File: config.mk
export PLATFORM = sky130hd
export DESIGN_NAME = ccu_ctrl_wb_engine
export DESIGN_NICKNAME = d
export VERILOG_FILES = /design/src/rtl/ccu_ctrl_pkg.sv /design/src/rtl/ccu_wb_id_table.sv /design/src/rtl/fifo_v3.sv /design/src/rtl/ccu_ctrl_wb_engine.sv
export SDC_FILE = /design/constraint.sdc
export NUM_CORES = 1
export LEC_CHECK = 0
export CORE_AREA = 2 2 195 197
export CTS_BUF_LIST = sky130_fd_sc_hd__clkbuf_4 sky130_fd_sc_hd__clkbuf_8 sky130_fd_sc_hd__clkbuf_16
export DETAILED_ROUTE_END_ITERATION = 16
export DIE_AREA = 0 0 197 199
export HOLD_SLACK_MARGIN = 0.15
export SLEW_MARGIN = 20
export SYNTH_ARGS = -nofsm -noshare
export SYNTH_HDL_FRONTEND = slang
export SYNTH_SLANG_ARGS = --single-unit
File: constraint.sdc
create_clock -name clk_i -period 4.66 [get_ports clk_i]
set_clock_uncertainty 0.2 [all_clocks]
set_input_delay 0.466 -clock clk_i [delete_from_list [all_inputs] [get_ports clk_i]]
set_output_delay 0.466 -clock clk_i [all_outputs]
set_load 0.01 [all_outputs]
File: src/rtl/ccu_ctrl_pkg.sv
// ccu_ctrl_pkg: shared types and constants for the CCU controller writeback path.
//   wb_state_e  - writeback command FSM states
//   wb_entry_t  - one B-tracking table entry (valid + outgoing AXI ID)
//   ccu_*_t     - default AXI/ACE channel structs used by ccu_ctrl_wb_engine
package ccu_ctrl_pkg;

  localparam int unsigned CcuAddrWidth = 32;
  localparam int unsigned CcuIdWidth   = 6;   // MstIdxBits + SlvAxiIDWidth
  localparam int unsigned CcuDataWidth = 64;

  localparam logic [2:0] WB_SNOOP   = 3'b011;  // WriteBack snoop encoding
  localparam logic [1:0] BURST_INCR = 2'b01;

  typedef enum logic [1:0] {
    IDLE,
    AW,
    DATA
  } wb_state_e;

  typedef struct packed {
    logic                  valid;
    logic [CcuIdWidth-1:0] id;
  } wb_entry_t;

  typedef struct packed {
    logic [CcuIdWidth-1:0]   id;
    logic [CcuAddrWidth-1:0] addr;
    logic [7:0]              len;
    logic [2:0]              size;
    logic [1:0]              burst;
    logic                    lock;
    logic [3:0]              cache;
    logic [2:0]              prot;
    logic [3:0]              qos;
    logic [3:0]              region;
    logic [5:0]              atop;
    logic [0:0]              user;
    logic [2:0]              snoop;
    logic [1:0]              bar;
    logic [1:0]              domain;
    logic                    awunique;
  } ccu_aw_chan_t;

  typedef struct packed {
    logic [CcuDataWidth-1:0]   data;
    logic [CcuDataWidth/8-1:0] strb;
    logic                      last;
    logic [0:0]                user;
  } ccu_w_chan_t;

  typedef struct packed {
    logic [CcuIdWidth-1:0] id;
    logic [1:0]            resp;
    logic [0:0]            user;
  } ccu_b_chan_t;

  typedef struct packed {
    logic [CcuDataWidth-1:0] data;
    logic                    last;
  } ccu_snoop_cd_t;

endpackage

File: src/rtl/ccu_wb_id_table.sv
// ccu_wb_id_table: tracks IDs of writebacks whose B response is outstanding.
// Ports: clk_i, rst_i (async, active-high);
//        alloc_i/alloc_id_i  - claim the lowest free entry with this ID;
//        lookup_valid_i/lookup_id_i/lookup_hit_o - B beat ID match; a hit
//          while lookup_valid_i frees the lowest matching entry that cycle;
//        full_o - registered full flag;
//        query_id_i/query_hit_o - conflict query (CCU_WB_CONFLICT_CHECK_EN).
module ccu_wb_id_table
  import ccu_ctrl_pkg::*;
#(
  parameter int unsigned Entries = 4
) (
  input  logic                  clk_i,
  input  logic                  rst_i,
  input  logic                  alloc_i,
  input  logic [CcuIdWidth-1:0] alloc_id_i,
  input  logic                  lookup_valid_i,
  input  logic [CcuIdWidth-1:0] lookup_id_i,
  output logic                  lookup_hit_o,
  output logic                  full_o,
  input  logic [CcuIdWidth-1:0] query_id_i,
  output logic                  query_hit_o
);
  wb_entry_t          r_table [Entries];
  logic               r_full;
  logic [Entries-1:0] w_valid, w_match, w_free_sel, w_alloc_sel, w_valid_next;

  genvar gi;
  generate
    for (gi = 0; gi < Entries; gi++) begin : g_match
      assign w_valid[gi] = r_table[gi].valid;
      assign w_match[gi] = r_table[gi].valid && (r_table[gi].id == lookup_id_i);
    end
  endgenerate

  // Lowest-index priority for both the entry to free and the entry to fill.
  always_comb begin
    logic found_free, found_alloc;
    w_free_sel  = '0;
    w_alloc_sel = '0;
    found_free  = 1'b0;
    found_alloc = 1'b0;
    for (int i = 0; i < Entries; i++) begin
      if (!found_free && w_match[i]) begin
        w_free_sel[i] = 1'b1;
        found_free    = 1'b1;
      end
      if (!found_alloc && !w_valid[i]) begin
        w_alloc_sel[i] = 1'b1;
        found_alloc    = 1'b1;
      end
    end
  end

  assign w_valid_next = (w_valid & ~(w_free_sel & {Entries{lookup_valid_i}}))
                      | (w_alloc_sel & {Entries{alloc_i}});
  assign lookup_hit_o = |w_match;
  assign full_o       = r_full;

  always_ff @(posedge clk_i or posedge rst_i) begin
    if (rst_i) begin
      for (int i = 0; i < Entries; i++) r_table[i] <= '0;
      r_full <= 1'b0;
    end else begin
      for (int i = 0; i < Entries; i++) begin
        if (alloc_i && w_alloc_sel[i]) begin
          r_table[i].valid <= 1'b1;
          r_table[i].id    <= alloc_id_i;
        end else if (lookup_valid_i && w_free_sel[i]) begin
          r_table[i].valid <= 1'b0;
        end
      end
      r_full <= &w_valid_next;
    end
  end

`ifdef CCU_WB_CONFLICT_CHECK_EN
  logic [Entries-1:0] w_qmatch;
  generate
    for (gi = 0; gi < Entries; gi++) begin : g_query
      assign w_qmatch[gi] = r_table[gi].valid && (r_table[gi].id == query_id_i);
    end
  endgenerate
  assign query_hit_o = |w_qmatch;
`else
  logic w_unused_query;
  assign w_unused_query = ^query_id_i;
  assign query_hit_o    = 1'b0;
`endif

endmodule

File: src/rtl/fifo_v3.sv
// fifo_v3: small synchronous FIFO, not fall-through (data visible the cycle
// after push). Push while full and pop while empty are ignored.
// Ports: clk_i, rst_ni (async, active-low), flush_i, full_o, empty_o,
//        usage_o, data_i/push_i (write side), data_o/pop_i (read side).
module fifo_v3 #(
  parameter int unsigned DATA_WIDTH = 32,
  parameter int unsigned DEPTH      = 8,
  localparam int unsigned ADDR_DEPTH = (DEPTH > 1) ? $clog2(DEPTH) : 1
) (
  input  logic                  clk_i,
  input  logic                  rst_ni,
  input  logic                  flush_i,
  output logic                  full_o,
  output logic                  empty_o,
  output logic [ADDR_DEPTH-1:0] usage_o,
  input  logic [DATA_WIDTH-1:0] data_i,
  input  logic                  push_i,
  output logic [DATA_WIDTH-1:0] data_o,
  input  logic                  pop_i
);
  localparam int unsigned CntW = $clog2(DEPTH + 1);

  logic [DATA_WIDTH-1:0] r_mem [DEPTH];
  logic [ADDR_DEPTH-1:0] r_rd_ptr, r_wr_ptr;
  logic [CntW-1:0]       r_count;
  logic                  w_push, w_pop;

  assign full_o  = (r_count == CntW'(DEPTH));
  assign empty_o = (r_count == '0);
  assign usage_o = r_count[ADDR_DEPTH-1:0];
  assign data_o  = r_mem[r_rd_ptr];
  assign w_push  = push_i & ~full_o;
  assign w_pop   = pop_i & ~empty_o;

  always_ff @(posedge clk_i or negedge rst_ni) begin
    if (!rst_ni) begin
      r_rd_ptr <= '0;
      r_wr_ptr <= '0;
      r_count  <= '0;
    end else if (flush_i) begin
      r_rd_ptr <= '0;
      r_wr_ptr <= '0;
      r_count  <= '0;
    end else begin
      if (w_push) r_wr_ptr <= (r_wr_ptr == ADDR_DEPTH'(DEPTH-1)) ? '0 : r_wr_ptr + 1'b1;
      if (w_pop)  r_rd_ptr <= (r_rd_ptr == ADDR_DEPTH'(DEPTH-1)) ? '0 : r_rd_ptr + 1'b1;
      if (w_push && !w_pop)      r_count <= r_count + 1'b1;
      else if (w_pop && !w_push) r_count <= r_count - 1'b1;
    end
  end

  // Storage has no reset; only the pointers define what is valid.
  always_ff @(posedge clk_i) begin
    if (w_push) r_mem[r_wr_ptr] <= data_i;
  end

endmodule

File: src/rtl/ccu_ctrl_wb_engine.sv
// ccu_ctrl_wb_engine: turns a writeback command into a full-line AXI
// WriteBack burst. CD beats from the responder port feed the W channel via
// fifo_v3; other masked ports are drained. Outstanding writebacks are tracked
// so their B responses are absorbed; foreign B beats pass upstream.
// Optional macro: CCU_WB_CONFLICT_CHECK_EN enables query_hit_o.
// Ports: clk_i, rst_i (async, active-high); cmd_* command handshake;
//        aw_*/w_* memory write channels; mem_b_* B from memory;
//        b_* B upstream; cd_* snoop data per master; cd_busy_o;
//        query_id_i/query_hit_o ID-conflict query.
module ccu_ctrl_wb_engine
  import ccu_ctrl_pkg::*;
#(
  parameter int unsigned DcacheLineWidth  = 128,
  parameter int unsigned AxiDataWidth     = 64,
  parameter int unsigned NoMstPorts       = 4,
  parameter int unsigned SlvAxiIDWidth    = 4,
  parameter int unsigned MaxWbOutstanding = 4,
  parameter int unsigned FifoDepth        = 2,
  parameter type aw_chan_t  = ccu_aw_chan_t,
  parameter type w_chan_t   = ccu_w_chan_t,
  parameter type b_chan_t   = ccu_b_chan_t,
  parameter type snoop_cd_t = ccu_snoop_cd_t,
  localparam int unsigned MstIdxBits = $clog2(NoMstPorts)
) (
  input  logic                          clk_i,
  input  logic                          rst_i,
  input  logic                          cmd_valid_i,
  output logic                          cmd_ready_o,
  input  logic [CcuAddrWidth-1:0]       cmd_addr_i,
  input  logic [SlvAxiIDWidth-1:0]      cmd_id_i,
  input  logic [MstIdxBits-1:0]         cmd_responder_i,
  input  logic [NoMstPorts-1:0]         cmd_mask_i,
  output aw_chan_t                      aw_o,
  output logic                          aw_valid_o,
  input  logic                          aw_ready_i,
  output w_chan_t                       w_o,
  output logic                          w_valid_o,
  input  logic                          w_ready_i,
  input  b_chan_t                       mem_b_i,
  input  logic                          mem_b_valid_i,
  output logic                          mem_b_ready_o,
  output b_chan_t                       b_o,
  output logic                          b_valid_o,
  input  logic                          b_ready_i,
  input  snoop_cd_t                     cd_i [NoMstPorts],
  input  logic [NoMstPorts-1:0]         cd_valid_i,
  output logic [NoMstPorts-1:0]         cd_ready_o,
  output logic                          cd_busy_o,
  input  logic [MstIdxBits+SlvAxiIDWidth-1:0] query_id_i,
  output logic                          query_hit_o
);
  localparam int unsigned Words       = DcacheLineWidth / AxiDataWidth;
  localparam int unsigned BeatBits    = $clog2(Words);
  localparam int unsigned LineOffBits = $clog2(DcacheLineWidth / 8);
  localparam int unsigned FifoUsageW  = (FifoDepth > 1) ? $clog2(FifoDepth) : 1;
  localparam logic [CcuAddrWidth-1:0] LineMask =
    ~((CcuAddrWidth'(1) << LineOffBits) - CcuAddrWidth'(1));

  wb_state_e                r_state;
  logic                     r_live, r_aw_valid, r_cd_busy, r_w_done;
  logic [CcuAddrWidth-1:0]  r_addr;
  logic [SlvAxiIDWidth-1:0] r_id;
  logic [MstIdxBits-1:0]    r_resp;
  logic [NoMstPorts-1:0]    r_pending;
  logic [BeatBits-1:0]      r_beat;

  logic                    w_tbl_full, w_b_hit, w_cmd_hs, w_aw_hs, w_w_hs, w_w_last;
  logic                    w_w_done_now, w_cd_done_now;
  logic                    w_fifo_full, w_fifo_empty, w_push;
  logic [AxiDataWidth-1:0] w_fifo_data;
  logic [FifoUsageW-1:0]   w_unused_usage;
  logic [NoMstPorts-1:0]   w_cd_hs, w_cd_last_hs;

  // r_live keeps cmd_ready_o low while reset is held.
  assign cmd_ready_o = r_live && (r_state == IDLE) && !w_tbl_full;
  assign w_cmd_hs    = cmd_valid_i & cmd_ready_o;
  assign w_aw_hs     = r_aw_valid & aw_ready_i;
  assign w_w_hs      = w_valid_o & w_ready_i;
  assign w_w_last    = (r_beat == BeatBits'(Words - 1));

  genvar gi;
  generate
    for (gi = 0; gi < NoMstPorts; gi++) begin : g_cd
      // Only the responder is throttled by the buffer; other ports drain freely.
      assign cd_ready_o[gi]   = r_pending[gi] &
                                ((r_resp != MstIdxBits'(gi)) | ~w_fifo_full);
      assign w_cd_hs[gi]      = cd_valid_i[gi] & cd_ready_o[gi];
      assign w_cd_last_hs[gi] = w_cd_hs[gi] & cd_i[gi].last;
    end
  endgenerate

  assign w_push        = w_cd_hs[r_resp];
  assign w_w_done_now  = r_w_done | (w_w_hs & w_w_last);
  assign w_cd_done_now = ((r_pending & ~w_cd_last_hs) == '0);

  always_ff @(posedge clk_i or posedge rst_i) begin
    if (rst_i) begin
      r_state    <= IDLE;
      r_live     <= 1'b0;
      r_aw_valid <= 1'b0;
      r_cd_busy  <= 1'b0;
      r_w_done   <= 1'b0;
      r_addr     <= '0;
      r_id       <= '0;
      r_resp     <= '0;
      r_pending  <= '0;
      r_beat     <= '0;
    end else begin
      r_live    <= 1'b1;
      r_pending <= r_pending & ~w_cd_last_hs;
      if (w_w_hs) r_beat <= w_w_last ? '0 : r_beat + 1'b1;
      // W may finish while AW is still waiting, so remember it.
      if (w_w_hs && w_w_last) r_w_done <= 1'b1;
      case (r_state)
        IDLE: if (w_cmd_hs) begin
          r_addr     <= cmd_addr_i;
          r_id       <= cmd_id_i;
          r_resp     <= cmd_responder_i;
          r_pending  <= cmd_mask_i;
          r_w_done   <= 1'b0;
          r_aw_valid <= 1'b1;
          r_state    <= AW;
        end
        AW: if (w_aw_hs) begin
          r_aw_valid <= 1'b0;
          r_cd_busy  <= 1'b1;
          r_state    <= DATA;
        end
        DATA: if (w_w_done_now && w_cd_done_now) begin
          r_cd_busy <= 1'b0;
          r_w_done  <= 1'b0;
          r_state   <= IDLE;
        end
        default: r_state <= IDLE;
      endcase
    end
  end

  assign aw_valid_o = r_aw_valid;
  assign cd_busy_o  = r_cd_busy;

  always_comb begin
    aw_o        = '0;
    aw_o.addr   = r_addr & LineMask;
    aw_o.len    = 8'(Words - 1);
    aw_o.size   = 3'($clog2(AxiDataWidth / 8));
    aw_o.burst  = BURST_INCR;
    aw_o.id     = {r_resp, r_id};
    aw_o.domain = 2'b00;
    aw_o.snoop  = WB_SNOOP;
  end

  always_comb begin
    w_o      = '0;
    w_o.data = w_fifo_data;
    w_o.strb = '1;
    w_o.last = w_w_last;
  end
  assign w_valid_o = ~w_fifo_empty;

  fifo_v3 #(
    .DATA_WIDTH (AxiDataWidth),
    .DEPTH      (FifoDepth)
  ) i_wdata_fifo (
    .clk_i   (clk_i),
    .rst_ni  (~rst_i),
    .flush_i (1'b0),
    .full_o  (w_fifo_full),
    .empty_o (w_fifo_empty),
    .usage_o (w_unused_usage),
    .data_i  (cd_i[r_resp].data),
    .push_i  (w_push),
    .data_o  (w_fifo_data),
    .pop_i   (w_ready_i)
  );

  ccu_wb_id_table #(
    .Entries (MaxWbOutstanding)
  ) i_id_table (
    .clk_i          (clk_i),
    .rst_i          (rst_i),
    .alloc_i        (w_aw_hs),
    .alloc_id_i     ({r_resp, r_id}),
    .lookup_valid_i (mem_b_valid_i),
    .lookup_id_i    (mem_b_i.id),
    .lookup_hit_o   (w_b_hit),
    .full_o         (w_tbl_full),
    .query_id_i     (query_id_i),
    .query_hit_o    (query_hit_o)
  );

  // Own B beats are swallowed; everything else is a straight pass-through.
  assign b_o           = mem_b_i;
  assign b_valid_o     = mem_b_valid_i & ~w_b_hit;
  assign mem_b_ready_o = (mem_b_valid_i & w_b_hit) | (~w_b_hit & b_ready_i);

endmodule

==> impl_metrics.yaml <==
critical_path:
  critPathBufInv: 2
  rr_endpoint: "i_wdata_fifo.r_mem[0][61]"
  end_kind: "primary output"
  crit_required_ns: 3.99
  path_class: "in -> out"
  cp_max_fo: 5
  crit_path_frequent_cell: "clkdlybuf4s50_1"
  arrival_ns: 2.88
  critPathTopFamily: "buffers and inverters"
  r2r_slack_ns: 1.63
  startpoint_type: "input pin"
  crit_chain: "clkdlybuf4s50_1 > xnor2_1 > nand4_1 > nor4_1 > nor2b_4 > mux2_4 > clkdlybuf4s50_1"
  ff2ff_path_depth: 4
  slowest_delay_ns: 0.65
  slowest_stage: "clkdlybuf4s50_1"
  r2r_start: "r_resp[1]"
power:
  power.share.switching: 0.322
  switching_power_mw: 2.93
  pwr_density_cell_mw_per_mm2: 588
  vdd_drop_max_uv: 346
  power_frac_clock: 0.217
  power_mw: 9.10
  p_int_mw: 6.17
  pwr-share-comb: 0.416
  seqPwrFrac: 0.367
  p_leak_nw: 5.79
final_layout:
  layout.cells.non_filler: 1595
  drive_gt1_frac: 0.198
  final_area_mm2: 0.0155
  finish.utilization: 0.417
  n_fill_cell: 3493
  fin_nets: 1429
  syn2layout_area_growth_pct: 53.0
die:
  dieHeight_um: 199
  rows: 71
  start_util: 0.272
  num_io_pins: 504
  core_mm2: 0.0371
  die_x_um: 197
  die_area_mm2: 0.0392
yosys:
  synth_flop_cell: "edfxtp_1"
  synth_edf_count: 128
  netlist_area_mm2: 0.0101
  async_reset_ff_frac: 0.379
  synth_top_area_frac: 0.380
  ys_types: 45
  synth-seq-cells: 206
  syn_avg_cell_area_um2: 14.9
  synth_area_leaders: "edfxtp_1 38%, dfrtp_1 19%, mux4_2 14%, mux2_2 9.8%, buf_4 5.1%"
  synthTopCellsByCount: "128 x edfxtp_1, 120 x nand2_1, 88 x mux2_2"
  yosysMostFrequentCell: "edfxtp_1"
  syn_inst: 681
  synth.largest_area_cell: "edfxtp_1"
  ys.warnings.count: 0
  yosysSeqAreaShare: 0.573
timing:
  hold_viol_final: 0
  rsz0062_at_grt: "false"
  post-route-period-util: 0.760
  worst_slack_ns: 1.12
  slew_viol_final: 0
  period_needed_ns: 3.54
  fin_setup_tns_ns: 0
  tightestPinTransition_ns: 0.985
  whs_ns: 0.198
  relSlewSlack: 0.344
  finalSetupViolCount: 0
  max_freq_mhz: 282
drt:
  antenna_left: 0
  avgViaCountPerCell: 4.41
  wl_um: 30700
  drt-initial-drc-count: 206
  vias: 7028
  drc: 0
  wl_per_cell_um: 19.2
  dr.pass1.iters: 5
min_path:
  min_path_type: "in -> async"
flow_run:
  cap_violations: 0
grt:
  antenna_found_initial: 3
  grt_pass1_wl_um: 44400
  grt_pass1_vias: 7318
  grt_max_degree: 66
  grt_usage: 0.149
  overflow: 0
placed_design:
  place_congestion: 0.791
  io_buffers: 429
  dp_cells: 1547
  place_area_mm2: 0.0146
  dp_slack_ns: 1.08
  place_hpwl_um: 22600
clock_network:
  post_cts_buffers: 0
  path_clk_slew_ns: 0.06
  worstSkewPairLatency_ns: 0.53
  cts-resized-gates: 0
  cts_num_sinks: 206
  htree_levels: 1
  hold_buffers: 0
  cts_buffers: 25
  cts_root_buf: "clkbuf_16"
  cts_buffer_depth: 3
  cts_tree: "built"
status:
  outcome: "completed"
cell type report:
cell class	instances	area, um^2	area share
multi-input cells	428	3860	0.250
clock inverters	15	164	0.0106
inverters	3	11.3	0.000728
repair buffers	436	4350	0.281
diodes	3	7.51	0.000485
flip-flops and latches	206	5810	0.375
well taps	474	593	0.0383
clock buffers	30	682	0.0441
layout by cell type (no fill, tap or decap), types with 4 or more instances in the layout:
cell type / Yosys / routed
buf_4: 69 / 7
nor2b_1: 6 / 5
a31oi_1: 6 / 6
xor2_1: 15 / 15
dfrtp_1: 78 / 75
nand2_1: 120 / 120
nor2_1: 8 / 8
clkinv_2: 0 / 7
edfxtp_1: 128 / 128
conb_1: 2 / 59
nand4_1: 4 / 4
clkbuf_16: 0 / 25
xnor2_1: 15 / 15
mux4_2: 64 / 64
o21ai_0: 9 / 9
mux2_2: 88 / 88
clkdlybuf4s50_1: 0 / 429
worst register-to-register path, stage by stage (launching register included):
cell,delay [ns]
dfrtp_4,0.76
a311oi_1,0.15
a211oi_1,0.53
nor2b_4,0.24
buf_4,0.69
worst max-delay path by stage:
stage,from,end,slack (ns),cells after the start
floorplan,r_resp[0],i_wdata_fifo.r_mem[0][0],1.10,4
global placement,mem_b_i[5],mem_b_ready_o,1.09,7
detailed placement,mem_b_i[5],mem_b_ready_o,1.08,7
CTS,mem_b_i[5],mem_b_ready_o,1.08,7
global route,mem_b_i[8],mem_b_ready_o,0.90,8
finish,mem_b_i[5],mem_b_ready_o,1.12,7
power groups by stage:
stage	registers, mW	clock network, mW	logic, mW
3_3_place_gp	3.37	0	3.83
6_report	3.34	1.98	3.79
4_1_cts	3.36	2.06	3.89
5_1_grt	3.44	2.12	4.09
3_5_place_dp	3.39	0	3.86
2_1_floorplan	3.19	0	2.20
registers in the layout, indices dropped and copies added, names as in the netlist, 2 cells and up:
name                  flops
i_wdata_fifo.r_mem      128
i_id_table.r_table       28
r_addr                   28
r_id                      4
r_pending                 4
i_wdata_fifo.r_count      2
r_resp                    2
r_state                   2
per-layer routing:
metal  GRT usage  wire [um]  up-vias
li1            -          -     3233
met1       0.178      12000     3446
met2       0.256      15000      303
met3      0.0519       3010       46
met4      0.0437        708        0
met5           0          0        -
logic make-up after synthesis:
group           after synthesis  synth area share
flops                       206             0.573
simple gates                161            0.0747
mux                         153             0.242
buf+inv                     104            0.0673
xor+xnor                     30            0.0260
compound gates               24            0.0151
other cells                   2          0.000742
fa+ha+maj                     1           0.00124
No activity file was read; power rests on OpenSTA's default activity.
